==> src/rtl/ifu_rd_responder.sv <==
// Instruction-fetch read responder: queues up to two AR requests, reads a synchronous
// 64-bit memory after a programmable wait and returns one R beat per request.
module ifu_rd_responder #(
    parameter logic [63:0] ADDR_BASE = 64'h0000_0000_8000_0000,
    parameter int unsigned MEM_AW    = 16,
    parameter int unsigned LAT       = 0
) (
    input  logic              clk,
    input  logic              rstn,
    input  logic              ifu_ARVALID,
    output logic              ifu_ARREADY,
    input  logic [63:0]       ifu_ARADDR,
    input  logic [2:0]        ifu_ARPORT,
    output logic              ifu_RVALID,
    input  logic              ifu_RREADY,
    output logic [63:0]       ifu_RDATA,
    output logic [1:0]        ifu_RRESP,
    output logic              mem_en,
    output logic [MEM_AW-1:0] mem_addr,
    input  logic [63:0]       mem_rdata
);
    localparam logic [1:0] RespOkay   = 2'b00;
    localparam logic [1:0] RespSlvErr = 2'b10;
    localparam logic [1:0] RespDecErr = 2'b11;
    localparam logic [3:0] LatLoad    = (LAT == 0) ? 4'd0 : 4'(LAT - 1);

    typedef enum logic [1:0] {StIdle, StWait, StMemrd, StResp} state_e;

    state_e      state_q, state_d;
    logic [3:0]  cnt_q, cnt_d;
    logic [63:0] q_addr_q [2];
    logic [63:0] q_addr_d [2];
    logic        q_instr_q [2];
    logic        q_instr_d [2];
    logic [1:0]  q_resp_q [2];
    logic [1:0]  q_resp_d [2];
    logic        wr_ptr_q, wr_ptr_d;
    logic        rd_ptr_q, rd_ptr_d;
    logic [1:0]  count_q, count_d;
    logic        rvalid_q, rvalid_d;
    logic [63:0] rdata_q, rdata_d;
    logic [1:0]  rresp_q, rresp_d;

    logic [63:0] ar_off;
    logic        ar_in_range;
    logic [1:0]  ar_resp;
    logic        ar_push;
    logic        pop;
    logic        issue;
    logic [63:0] head_addr;
    logic        head_instr;
    logic [1:0]  head_resp;
    logic        unused_port;

    assign unused_port = ^ifu_ARPORT[1:0];

    // Decode happens at push time so the response code travels with the entry.
    always_comb begin
        ar_off      = ifu_ARADDR - ADDR_BASE;
        ar_in_range = (ifu_ARADDR >= ADDR_BASE) && ((ar_off >> (MEM_AW + 3)) == 64'd0);
        if (!ar_in_range) begin
            ar_resp = RespDecErr;
        end else if (ifu_ARPORT[2] && (ifu_ARADDR[1:0] != 2'b00)) begin
            ar_resp = RespSlvErr;
        end else begin
            ar_resp = RespOkay;
        end
    end

    assign ifu_ARREADY = (count_q != 2'd2);
    assign ar_push     = ifu_ARVALID && ifu_ARREADY;

    always_comb begin
        q_addr_d  = q_addr_q;
        q_instr_d = q_instr_q;
        q_resp_d  = q_resp_q;
        wr_ptr_d  = wr_ptr_q;
        rd_ptr_d  = rd_ptr_q;
        count_d   = count_q;
        if (ar_push) begin
            q_addr_d[wr_ptr_q]  = ifu_ARADDR;
            q_instr_d[wr_ptr_q] = ifu_ARPORT[2];
            q_resp_d[wr_ptr_q]  = ar_resp;
            wr_ptr_d            = ~wr_ptr_q;
        end
        if (pop) begin
            rd_ptr_d = ~rd_ptr_q;
        end
        case ({ar_push, pop})
            2'b10:   count_d = count_q + 2'd1;
            2'b01:   count_d = count_q - 2'd1;
            default: count_d = count_q;
        endcase
    end

    assign head_addr  = q_addr_q[rd_ptr_q];
    assign head_instr = q_instr_q[rd_ptr_q];
    assign head_resp  = q_resp_q[rd_ptr_q];
    assign mem_addr   = MEM_AW'((head_addr - ADDR_BASE) >> 3);
    assign mem_en     = issue && (head_resp == RespOkay);

    always_comb begin
        state_d  = state_q;
        cnt_d    = cnt_q;
        issue    = 1'b0;
        pop      = 1'b0;
        rvalid_d = rvalid_q;
        rdata_d  = rdata_q;
        rresp_d  = rresp_q;
        unique case (state_q)
            StIdle: begin
                if (count_q != 2'd0) begin
                    if (LAT == 0) begin
                        issue   = 1'b1;
                        state_d = StMemrd;
                    end else begin
                        cnt_d   = LatLoad;
                        state_d = StWait;
                    end
                end
            end
            StWait: begin
                if (cnt_q == 4'd0) begin
                    issue   = 1'b1;
                    state_d = StMemrd;
                end else begin
                    cnt_d = cnt_q - 4'd1;
                end
            end
            StMemrd: begin
                pop      = 1'b1;
                rvalid_d = 1'b1;
                rresp_d  = head_resp;
                if (head_resp != RespOkay) begin
                    rdata_d = 64'd0;
                end else if (head_instr) begin
                    rdata_d = head_addr[2] ? {32'h0, mem_rdata[63:32]} : {32'h0, mem_rdata[31:0]};
                end else begin
                    rdata_d = mem_rdata;
                end
                state_d = StResp;
            end
            StResp: begin
                if (ifu_RREADY) begin
                    rvalid_d = 1'b0;
                    state_d  = StIdle;
                end
            end
            default: state_d = StIdle;
        endcase
    end

    always_ff @(posedge clk or negedge rstn) begin
        if (!rstn) begin
            state_q  <= StIdle;
            cnt_q    <= 4'd0;
            wr_ptr_q <= 1'b0;
            rd_ptr_q <= 1'b0;
            count_q  <= 2'd0;
            rvalid_q <= 1'b0;
            rdata_q  <= 64'd0;
            rresp_q  <= RespOkay;
            for (int i = 0; i < 2; i++) begin
                q_addr_q[i]  <= 64'd0;
                q_instr_q[i] <= 1'b0;
                q_resp_q[i]  <= RespOkay;
            end
        end else begin
            state_q   <= state_d;
            cnt_q     <= cnt_d;
            wr_ptr_q  <= wr_ptr_d;
            rd_ptr_q  <= rd_ptr_d;
            count_q   <= count_d;
            rvalid_q  <= rvalid_d;
            rdata_q   <= rdata_d;
            rresp_q   <= rresp_d;
            q_addr_q  <= q_addr_d;
            q_instr_q <= q_instr_d;
            q_resp_q  <= q_resp_d;
        end
    end

    assign ifu_RVALID = rvalid_q;
    assign ifu_RDATA  = rdata_q;
    assign ifu_RRESP  = rresp_q;

endmodule

==> config.mk <==
export PLATFORM = sky130hd
export DESIGN_NAME = ifu_rd_responder
export DESIGN_NICKNAME = d
export VERILOG_FILES = /design/src/rtl/ifu_rd_responder.sv
export SDC_FILE = /design/constraint.sdc
export NUM_CORES = 1
export LEC_CHECK = 0
export ABC_AREA = 0
export BUFFER_PORTS_ARGS = -buffer_cell sky130_fd_sc_hd__clkbuf_2
export CORE_UTILIZATION = 43
export CTS_CLUSTER_SIZE = 12
export DETAILED_ROUTE_END_ITERATION = 6
export PLACE_DENSITY = 0.75
export REMOVE_ABC_BUFFERS = 1
export SKIP_CTS_REPAIR_TIMING = 1
export SYNTH_ARGS = -nofsm -noshare
export SYNTH_HDL_FRONTEND = slang
export SYNTH_SLANG_ARGS = --single-unit
==> constraint.sdc <==
create_clock -name clk -period 1.9 [get_ports clk]
set_clock_uncertainty 0.1 [all_clocks]
set_input_delay 0.475 -clock clk [delete_from_list [all_inputs] [get_ports clk]]
set_output_delay 0.475 -clock clk [all_outputs]
set_load 0.02 [all_outputs]
==> flow_results.xml, run 1 <==
<?xml version="1.0" encoding="UTF-8"?>
<metrics>
  <group name="cells_and_area">
    <metric name="area_used_by_multi_input_combinational_logic" unit="um2">2350</metric>
    <metric name="finish.cell_count_without_fillers" unit="">901</metric>
    <metric name="mostFrequentLayoutCell" unit="">clkbuf_2</metric>
    <metric name="synthToLayoutAreaGrowth" unit="%">45.8</metric>
    <metric name="seq_area" unit="um2">2930</metric>
    <metric name="net_count_final" unit="">879</metric>
    <metric name="post_route_cells_drive_above_1_share" unit="%">45.4</metric>
    <metric name="antenna_cells_inserted" unit="">0</metric>
    <metric name="mostFrequentLayoutCells" unit="">clkbuf_2 (213), dfrtp_1 (115), nand2_1 (98), buf_4 (42), mux2i_1 (35)</metric>
    <metric name="fill_cells" unit="">931</metric>
  </group>
  <group name="die">
    <metric name="die_h" unit="um">113</metric>
    <metric name="area_of_the_placeable_core" unit="um2">12000</metric>
    <metric name="io-pin-count" unit="">220</metric>
    <metric name="initial_core_util" unit="%">44.0</metric>
    <metric name="design.die.area" unit="um2">12700</metric>
    <metric name="die_width" unit="um">113</metric>
    <metric name="num_rows" unit="">40</metric>
  </group>
  <group name="critical_path">
    <metric name="rr_startpoint" unit="">rd_ptr_q$_DFFE_PN0P_</metric>
    <metric name="crit_type" unit="">register to output pin</metric>
    <metric name="worstPathMaxFanout" unit="">7</metric>
    <metric name="critPathLaunchType" unit="">register</metric>
    <metric name="timing.rr.end" unit="">ifu_RDATA[10]$_DFFE_PN0P_</metric>
    <metric name="endpoint_kind" unit="">output pin</metric>
    <metric name="critical_path_required" unit="ps">1320</metric>
    <metric name="worstRegToRegCells" unit="">6</metric>
    <metric name="reg2reg_setup_slack" unit="ps">80</metric>
    <metric name="critical_path_at" unit="ps">1520</metric>
  </group>
  <group name="grt">
    <metric name="globalRouteOverflowTotal" unit="">0</metric>
    <metric name="first_pass_grt_wire_length" unit="um">23400</metric>
    <metric name="antenna_found_initial" unit="">0</metric>
    <metric name="grt_start_max_net_pins" unit="">66</metric>
    <metric name="gr-usage-all-layers" unit="%">23.8</metric>
    <metric name="number_of_global_route_vias_before_repair" unit="">4876</metric>
  </group>
  <group name="timing">
    <metric name="worst_slew_margin_rel" unit="%">71.6</metric>
    <metric name="layout_min_cycle_time" unit="ps">2100</metric>
    <metric name="drv_slew" unit="">0</metric>
    <metric name="final_hold_viol_count" unit="">0</metric>
    <metric name="layout_setup_ws" unit="ps">-198</metric>
    <metric name="final-setup-viol-count" unit="">17</metric>
    <metric name="achievable_freq" unit="GHz">0.477</metric>
    <metric name="final.period_utilization" unit="%">110</metric>
    <metric name="worstMarginPinSlew" unit="ps">426</metric>
    <metric name="rsz_0062_raised_after_global_routing" unit="">true</metric>
  </group>
  <group name="clocking">
    <metric name="path_clk_slew" unit="ps">50</metric>
    <metric name="cts_buffer_count" unit="">17</metric>
    <metric name="cts_buffer_depth" unit="">2</metric>
    <metric name="h_tree_lvl_count" unit="">4</metric>
    <metric name="clock_tree_from_tritoncts" unit="">done</metric>
    <metric name="cts_num_sinks" unit="">117</metric>
    <metric name="clock_latency" unit="ps">410</metric>
    <metric name="clock_root_buffer" unit="">clkbuf_16</metric>
  </group>
  <group name="power_and_ir_drop">
    <metric name="proportion_of_power_drawn_by_combinational_gates" unit="%">33.8</metric>
    <metric name="ir_drop" unit="mV">0.849</metric>
    <metric name="total_power" unit="mW">9.82</metric>
    <metric name="power.leakage" unit="nW">3.88</metric>
    <metric name="internal_power" unit="mW">6.52</metric>
    <metric name="power.clock.fraction" unit="%">32.4</metric>
    <metric name="relative_contribution_of_sequential_cells_to_total_power" unit="%">33.8</metric>
    <metric name="total_switching_power" unit="mW">3.30</metric>
    <metric name="switching_share" unit="%">33.6</metric>
    <metric name="pwr_density_cell" unit="nW/um2">1280</metric>
  </group>
  <group name="placed_design">
    <metric name="io_buffer_count" unit="">217</metric>
    <metric name="finalWeightedCongestion" unit="">0.822</metric>
    <metric name="placedCellCount" unit="">862</metric>
    <metric name="hpwlAfterDp" unit="um">10500</metric>
  </group>
  <group name="yosys">
    <metric name="synth_largest_type_area_fraction" unit="%">55.6</metric>
    <metric name="synth_edf_count" unit="">0</metric>
    <metric name="ys_ff_latch" unit="">117</metric>
    <metric name="synth-main-ff-cell" unit="">dfrtp_1</metric>
    <metric name="synth_top_area_cell" unit="">dfrtp_1</metric>
    <metric name="ys_async_sr_fraction" unit="%">100</metric>
    <metric name="post_synth_instance_area" unit="um2">5260</metric>
    <metric name="synth_sequential_area_ratio" unit="%">55.6</metric>
    <metric name="synthesis.yosys.warnings" unit="">0</metric>
    <metric name="gate_count_of_the_mapped_netlist" unit="">478</metric>
    <metric name="synth.area.top_cells" unit="">dfrtp_1 (56%), nand2_1 (7.2%), mux2i_1 (6.7%)</metric>
    <metric name="syn-mean-instance-area" unit="um2">11.0</metric>
    <metric name="synth.distinct_cells" unit="">41</metric>
  </group>
  <group name="run_status">
    <metric name="failed_checks" unit="">setup timing</metric>
    <metric name="outcome" unit="">complete, but fails checks</metric>
  </group>
  <group name="min_path">
    <metric name="worst_hold_path.endpoint" unit="">q_addr_q[6]$_DFFE_PN0P_</metric>
    <metric name="hold_path.class" unit="">input pin to register</metric>
    <metric name="timing.hold.worst_path_depth" unit="">3</metric>
    <metric name="worstHoldStart" unit="">ifu_ARADDR[6]</metric>
  </group>
  <group name="drt">
    <metric name="met2_wirelength" unit="um">7790</metric>
    <metric name="detail_route.wirelength" unit="um">14700</metric>
    <metric name="drcViolationCount" unit="">0</metric>
    <metric name="avgRoutedWirePerCell" unit="um">16.3</metric>
    <metric name="postRouteAntennaNets" unit="">0</metric>
    <metric name="first_iter_violations" unit="">270</metric>
    <metric name="topRoutingLayerUsed" unit="">met4</metric>
    <metric name="m1WireLength" unit="um">5630</metric>
    <metric name="vias" unit="">4753</metric>
    <metric name="drt-vias-per-instance" unit="">5.28</metric>
    <metric name="met3RoutedLength" unit="um">1010</metric>
    <metric name="drt_first_pass_iters" unit="">4</metric>
  </group>
  <group name="job">
    <metric name="max_cap_violations" unit="">0</metric>
  </group>
</metrics>
==> Yosys cell counts (2+ instances only) <==
cell type / instances
a21oi_1: 4
a22o_1: 32
a31oi_1: 5
and3_1: 3
buf_1: 2
buf_2: 4
clkbuf_1: 19
dfrtp_1: 117
ha_1: 3
inv_1: 4
mux2_1: 18
mux2_2: 16
mux2i_1: 35
nand2_1: 101
nand2b_1: 6
nand3_1: 5
nand4_1: 2
nand4b_1: 2
nor2_1: 18
nor3_1: 13
nor4_1: 4
nor4_4: 2
o21ai_0: 3
o21ai_1: 34
o31ai_1: 2
xnor2_1: 6
xor2_1: 4
==> area by class of cell <==
| cell class | count | share of cell area, % |
|---|---|---|
| Clock inverter | 8 | 1.26 |
| Sequential cell | 117 | 38.2 |
| Tap cell | 147 | 2.40 |
| Timing Repair Buffer | 269 | 20.8 |
| Clock buffer | 24 | 6.54 |
| Inverter | 4 | 0.196 |
| Multi-Input combinational cell | 332 | 30.6 |
==> worst max-delay path, cell delays in order, from the launching register on <==
cell and delay (ps):
dfrtp_2 420, buf_4 190, mux2_2 350, clkbuf_2 160
==> routing by layer <==
| metal | GRT usage (%) | vias up |
|---|---|---|
| li1 | - | 2227 |
| met1 | 25.1 | 2309 |
| met2 | 43.8 | 194 |
| met3 | 7.40 | 23 |
| met4 | 9.69 | 0 |
| met5 | 0 | - |
==> power by group through the flow <==
stage | clock network, mW | logic [mW] | registers [mW]
global placement | 0 | 3.18 | 3.28
finish | 3.18 | 3.32 | 3.32
detailed placement | 0 | 3.28 | 3.32
global route | 3.34 | 3.58 | 3.37
CTS | 3.22 | 3.31 | 3.29
floorplan | 0 | 1.97 | 3.32
==> state kept, by name, summed over array words and instances, names as in the netlist <==
register    count
ifu_RRESP       2
wr_ptr_q        1
cnt_q           4
rd_ptr_q        1
ifu_RVALID      1
count_q         2
ifu_RDATA      64
q_instr_q       2
state_q         2
q_resp_q        4
q_addr_q       34
==> through the flow <==
stage / area, um2 / setup TNS (ps) / setup WS [ps] / hold slack (ps) / util (%)
floorplan: 5160 / -105830 / -1890 / 79.4 / -
global placement: 6880 / -1410 / -358 / 351 / 57.5
detailed placement: 6880 / -2020 / -517 / 352 / 57.5
CTS: 7480 / -5120 / -419 / -87.0 / 62.5
global route: 7670 / -4130 / -258 / 171 / 64.2
finish: 7670 / -3170 / -198 / 174 / 64.2
==> worst max-delay path by stage <==
stage	startpoint	endpoint	cells after the start
after floorplan	state_q[0]$_DFFE_PN0P_	ifu_RDATA[32]$_DFFE_PN0P_	3
after global placement	ifu_ARADDR[34]	q_resp_q[1]$_DFFE_PN0P_	7
after detailed placement	ifu_ARADDR[45]	q_resp_q[0]$_DFFE_PN0P_	7
after CTS	cnt_q[1]$_DFFE_PN0P_	mem_en	7
after global routing	cnt_q[0]$_DFFE_PN0P_	mem_en	7
final	rd_ptr_q$_DFFE_PN0P_	mem_addr[2]	3
==> cells by family (layout without fill, tap and decap cells) <==
group	Yosys count	in the layout	synth area share, %
buffers and inverters	29	305	2.16
AOI/OAI and AO/OA	88	88	11.7
and+or+nand+nor	162	162	14.2
adders and majority gates	3	3	0.713
DFF	117	117	55.6
muxes	69	69	13.9
xor gates and xnor gates	10	10	1.66
Note: power is estimated with default switching activity, not from simulation.
==> inputs of run 2 (changes only) <==
--- a/config.mk
+++ b/config.mk
@@ -5,13 +5,16 @@
 export SDC_FILE = /design/constraint.sdc
 export NUM_CORES = 1
 export LEC_CHECK = 0
-export ABC_AREA = 0
+export ABC_AREA = 1
 export BUFFER_PORTS_ARGS = -buffer_cell sky130_fd_sc_hd__clkbuf_2
-export CORE_UTILIZATION = 43
+export CELL_PAD_IN_SITES_DETAIL_PLACEMENT = 1
+export CELL_PAD_IN_SITES_GLOBAL_PLACEMENT = 1
+export CORE_UTILIZATION = 33
 export CTS_CLUSTER_SIZE = 12
 export DETAILED_ROUTE_END_ITERATION = 6
-export PLACE_DENSITY = 0.75
+export PLACE_DENSITY = 0.76
 export REMOVE_ABC_BUFFERS = 1
+export SETUP_SLACK_MARGIN = 0.4
 export SKIP_CTS_REPAIR_TIMING = 1
 export SYNTH_ARGS = -nofsm -noshare
 export SYNTH_HDL_FRONTEND = slang
==> run 2 against run 1 <==
The run still ends with setup timing left. Flip-flop and latch count unchanged. Cell count increased by 51%. First-iteration DRC count decreased by 2.6%. Via count increased by 42%. Sequential power increased by 27%. Final area increased by 25%.
==> flow_results.xml, run 2 <==
<?xml version="1.0" encoding="UTF-8"?>
<metrics>
  <group name="placed_design">
    <metric name="placedCellCount" unit="">1314</metric>
    <metric name="post_dp_cell_area" unit="um2">8300</metric>
    <metric name="io_buffer_count" unit="">217</metric>
    <metric name="finalWeightedCongestion" unit="">0.868</metric>
    <metric name="hpwlAfterDp" unit="um">16100</metric>
  </group>
  <group name="yosys">
    <metric name="synth-main-ff-cell" unit="">dfrtp_1</metric>
    <metric name="netlist_top_cells_count" unit="">nand2_1 (228), nor2_1 (122), dfrtp_1 (117), inv_1 (62), o21ai_0 (50)</metric>
    <metric name="synth_edf_count" unit="">0</metric>
    <metric name="synthesis.yosys.warnings" unit="">0</metric>
    <metric name="syn-mean-instance-area" unit="um2">7.99</metric>
    <metric name="ys_async_sr_fraction" unit="%">100</metric>
    <metric name="post_synth_instance_area" unit="um2">6380</metric>
    <metric name="synth_sequential_area_ratio" unit="%">45.9</metric>
    <metric name="gate_count_of_the_mapped_netlist" unit="">798</metric>
    <metric name="synth.distinct_cells" unit="">33</metric>
    <metric name="ys_ff_latch" unit="">117</metric>
    <metric name="synth_top_area_cell" unit="">dfrtp_1</metric>
    <metric name="most_instantiated_library_cell_after_synthesis" unit="">nand2_1</metric>
    <metric name="synth_largest_type_area_fraction" unit="%">45.9</metric>
    <metric name="synth.area.top_cells" unit="">dfrtp_1 (46%), nand2_1 (13%), nor2_1 (7.2%)</metric>
  </group>
  <group name="critical_path">
    <metric name="timing.rr.end" unit="">ifu_RDATA[48]$_DFFE_PN0P_</metric>
    <metric name="critical_path.slowest_cell" unit="">dfrtp_1</metric>
    <metric name="critPathLaunchType" unit="">register</metric>
    <metric name="critical_path_at" unit="ps">1630</metric>
    <metric name="reg2reg_setup_slack" unit="ps">-110</metric>
    <metric name="timing.critical_path.cells" unit="">inv_1, or2_4, o21ai_2, buf_4, and2_4, inv_2, nor2_4, buf_6</metric>
    <metric name="critical_path_required" unit="ps">1320</metric>
    <metric name="rr_startpoint" unit="">rd_ptr_q$_DFFE_PN0P_</metric>
    <metric name="crit_type" unit="">register to output pin</metric>
    <metric name="worstRegToRegCells" unit="">11</metric>
    <metric name="max_stage_delay" unit="ps">370</metric>
    <metric name="cp.buffers_inverters" unit="">4</metric>
    <metric name="crit_family" unit="">simple AND/OR/NAND/NOR gates</metric>
    <metric name="endpoint_kind" unit="">output pin</metric>
    <metric name="worstPathMaxFanout" unit="">3</metric>
  </group>
  <group name="clocking">
    <metric name="path_clk_slew" unit="ps">50</metric>
    <metric name="clock_tree_from_tritoncts" unit="">done</metric>
    <metric name="h_tree_lvl_count" unit="">4</metric>
    <metric name="clock_root_buffer" unit="">clkbuf_16</metric>
    <metric name="cts_num_sinks" unit="">117</metric>
    <metric name="clock_latency" unit="ps">410</metric>
    <metric name="cts_buffer_depth" unit="">2</metric>
    <metric name="cts_buffer_count" unit="">17</metric>
  </group>
  <group name="grt">
    <metric name="globalRouteOverflowTotal" unit="">0</metric>
    <metric name="antenna_found_initial" unit="">0</metric>
    <metric name="first_pass_grt_wire_length" unit="um">35100</metric>
    <metric name="number_of_global_route_vias_before_repair" unit="">6952</metric>
    <metric name="gr-usage-all-layers" unit="%">22.5</metric>
    <metric name="grt_start_max_net_pins" unit="">70</metric>
  </group>
  <group name="cells_and_area">
    <metric name="largest_register_ff_count" unit="">64</metric>
    <metric name="net_count_final" unit="">1226</metric>
    <metric name="post_route_cells_drive_above_1_share" unit="%">41.3</metric>
    <metric name="mostFrequentLayoutCell" unit="">nand2_1</metric>
    <metric name="finish.cell_count_without_fillers" unit="">1361</metric>
    <metric name="antenna_cells_inserted" unit="">0</metric>
    <metric name="synthToLayoutAreaGrowth" unit="%">49.9</metric>
    <metric name="mostFrequentLayoutCells" unit="">nand2_1 (217), clkbuf_2 (193), dfrtp_1 (115), nor2_1 (92), buf_4 (75)</metric>
    <metric name="postLayoutCellArea" unit="um2">9560</metric>
  </group>
  <group name="drt">
    <metric name="detail_route.wirelength" unit="um">22900</metric>
    <metric name="drt_first_pass_iters" unit="">4</metric>
    <metric name="first_iter_violations" unit="">263</metric>
    <metric name="drt-vias-per-instance" unit="">4.96</metric>
    <metric name="drcViolationCount" unit="">0</metric>
    <metric name="vias" unit="">6751</metric>
    <metric name="postRouteAntennaNets" unit="">0</metric>
    <metric name="avgRoutedWirePerCell" unit="um">16.8</metric>
  </group>
  <group name="timing">
    <metric name="achievable_freq" unit="GHz">0.453</metric>
    <metric name="worst_hold_slack" unit="ps">181</metric>
    <metric name="final_hold_viol_count" unit="">0</metric>
    <metric name="fin_tns_setup" unit="ps">-6210</metric>
    <metric name="worstMarginPinSlew" unit="ps">446</metric>
    <metric name="final-setup-viol-count" unit="">71</metric>
    <metric name="final.period_utilization" unit="%">116</metric>
    <metric name="layout_min_cycle_time" unit="ps">2210</metric>
    <metric name="rsz_0062_raised_after_global_routing" unit="">true</metric>
    <metric name="layout_setup_ws" unit="ps">-306</metric>
    <metric name="worst_slew_margin_rel" unit="%">70.3</metric>
    <metric name="drv_slew" unit="">0</metric>
  </group>
  <group name="min_path">
    <metric name="worstHoldStart" unit="">ifu_ARADDR[14]</metric>
    <metric name="worst_hold_path.endpoint" unit="">q_addr_q[14]$_DFFE_PN0P_</metric>
    <metric name="timing.hold.worst_path_depth" unit="">3</metric>
    <metric name="hold_path.class" unit="">input pin to register</metric>
  </group>
  <group name="power_and_ir_drop">
    <metric name="proportion_of_power_drawn_by_combinational_gates" unit="%">48.7</metric>
    <metric name="total_power" unit="mW">14.6</metric>
    <metric name="pwr_density_cell" unit="nW/um2">1530</metric>
    <metric name="power.leakage" unit="nW">4.85</metric>
    <metric name="power.clock.fraction" unit="%">22.4</metric>
    <metric name="switching_share" unit="%">42.3</metric>
    <metric name="total_switching_power" unit="mW">6.18</metric>
    <metric name="ir_drop" unit="mV">0.686</metric>
    <metric name="relative_contribution_of_sequential_cells_to_total_power" unit="%">28.9</metric>
    <metric name="internal_power" unit="mW">8.43</metric>
  </group>
  <group name="die">
    <metric name="die_width" unit="um">141</metric>
    <metric name="area_of_the_placeable_core" unit="um2">18800</metric>
    <metric name="die_h" unit="um">141</metric>
    <metric name="initial_core_util" unit="%">33.9</metric>
    <metric name="io-pin-count" unit="">220</metric>
    <metric name="design.die.area" unit="um2">19900</metric>
    <metric name="num_rows" unit="">50</metric>
  </group>
  <group name="run_status">
    <metric name="outcome" unit="">complete, but fails checks</metric>
    <metric name="failed_checks" unit="">setup timing</metric>
  </group>
  <group name="job">
    <metric name="max_cap_violations" unit="">0</metric>
  </group>
</metrics>
run 2: changes by cell type after synthesis, sizes merged, moves of 10 or more:
cell / delta
a32o: +31
mux2i: -35
nor3: -11
nand3b: +10
o21ai: +16
inv: +61
nand3: +18
a21oi: +30
nor2: +113
mux2: -34
nand2: +134
o31ai: +30
a22o: -32
run 2: power groups by stage:
| stage | Sequential, mW | Clock, mW | Combinational, mW |
|---|---|---|---|
| 4_1_cts | 4.14 | 3.33 | 6.34 |
| 3_5_place_dp | 4.17 | 0 | 6.30 |
| 2_1_floorplan | 4.82 | 0 | 2.90 |
| 3_3_place_gp | 4.11 | 0 | 6.18 |
| 6_report | 4.22 | 3.27 | 7.12 |
| 5_1_grt | 4.35 | 3.44 | 7.72 |
run 2: worst min-delay path: cells and delay by family:
family,cells,cell delay [ps]
buf+inv,1,90
simple gates,2,100
run 2: worst max path at each step:
stage	endpoint	start	cells past startpoint	slack, ps
after global routing	mem_en	rd_ptr_q$_DFFE_PN0P_	8	-390
after global placement	q_resp_q[1]$_DFFE_PN0P_	ifu_ARADDR[33]	13	-300
after floorplan	ifu_RDATA[10]$_DFFE_PN0P_	rd_ptr_q$_DFFE_PN0P_	4	-1500
after CTS	mem_en	rd_ptr_q$_DFFE_PN0P_	8	-530
after detailed placement	q_resp_q[1]$_DFFE_PN0P_	ifu_ARADDR[38]	13	-350
final	mem_en	rd_ptr_q$_DFFE_PN0P_	8	-310
run 2: through the flow:
stage,worst slack (ps),utilization [%]
6_report,-306,50.8
5_1_grt,-394,50.8
4_1_cts,-533,47.3
3_5_place_dp,-350,44.1
3_3_place_gp,-297,44.1
2_1_floorplan,-1500,-
run 2: cell type report:
| class | count | area [um2] |
|---|---|---|
| Fill cell | 2321 | 9270 |
| Multi-Input combinational cell | 579 | 3360 |
| Sequential cell | 117 | 2930 |
| Timing Repair Buffer | 307 | 2070 |
| Clock buffer | 23 | 478 |
| Tap cell | 260 | 325 |
| Inverter | 65 | 253 |
| Clock inverter | 9 | 125 |
| Timing Repair inverter | 1 | 7.51 |
run 2: cell families (layout without fill, tap and decap cells):
family	count (synthesis)	after routing	share of synthesized area, %
simple gates	416	416	27.8
compound gates	154	154	18.3
flops	117	117	45.9
buf+inv	102	405	6.65
xor+xnor	6	6	0.824
fa+ha+maj	3	3	0.589
run 2: layer usage:
metal  up-vias  GRT usage, %  share of wire [%]
li1       3221             -                  -
met5         -             0                  0
met1      3296          26.8                 41
met2       178          39.1                 52
met3        56          4.52                3.6
met4         0          10.4                3.5
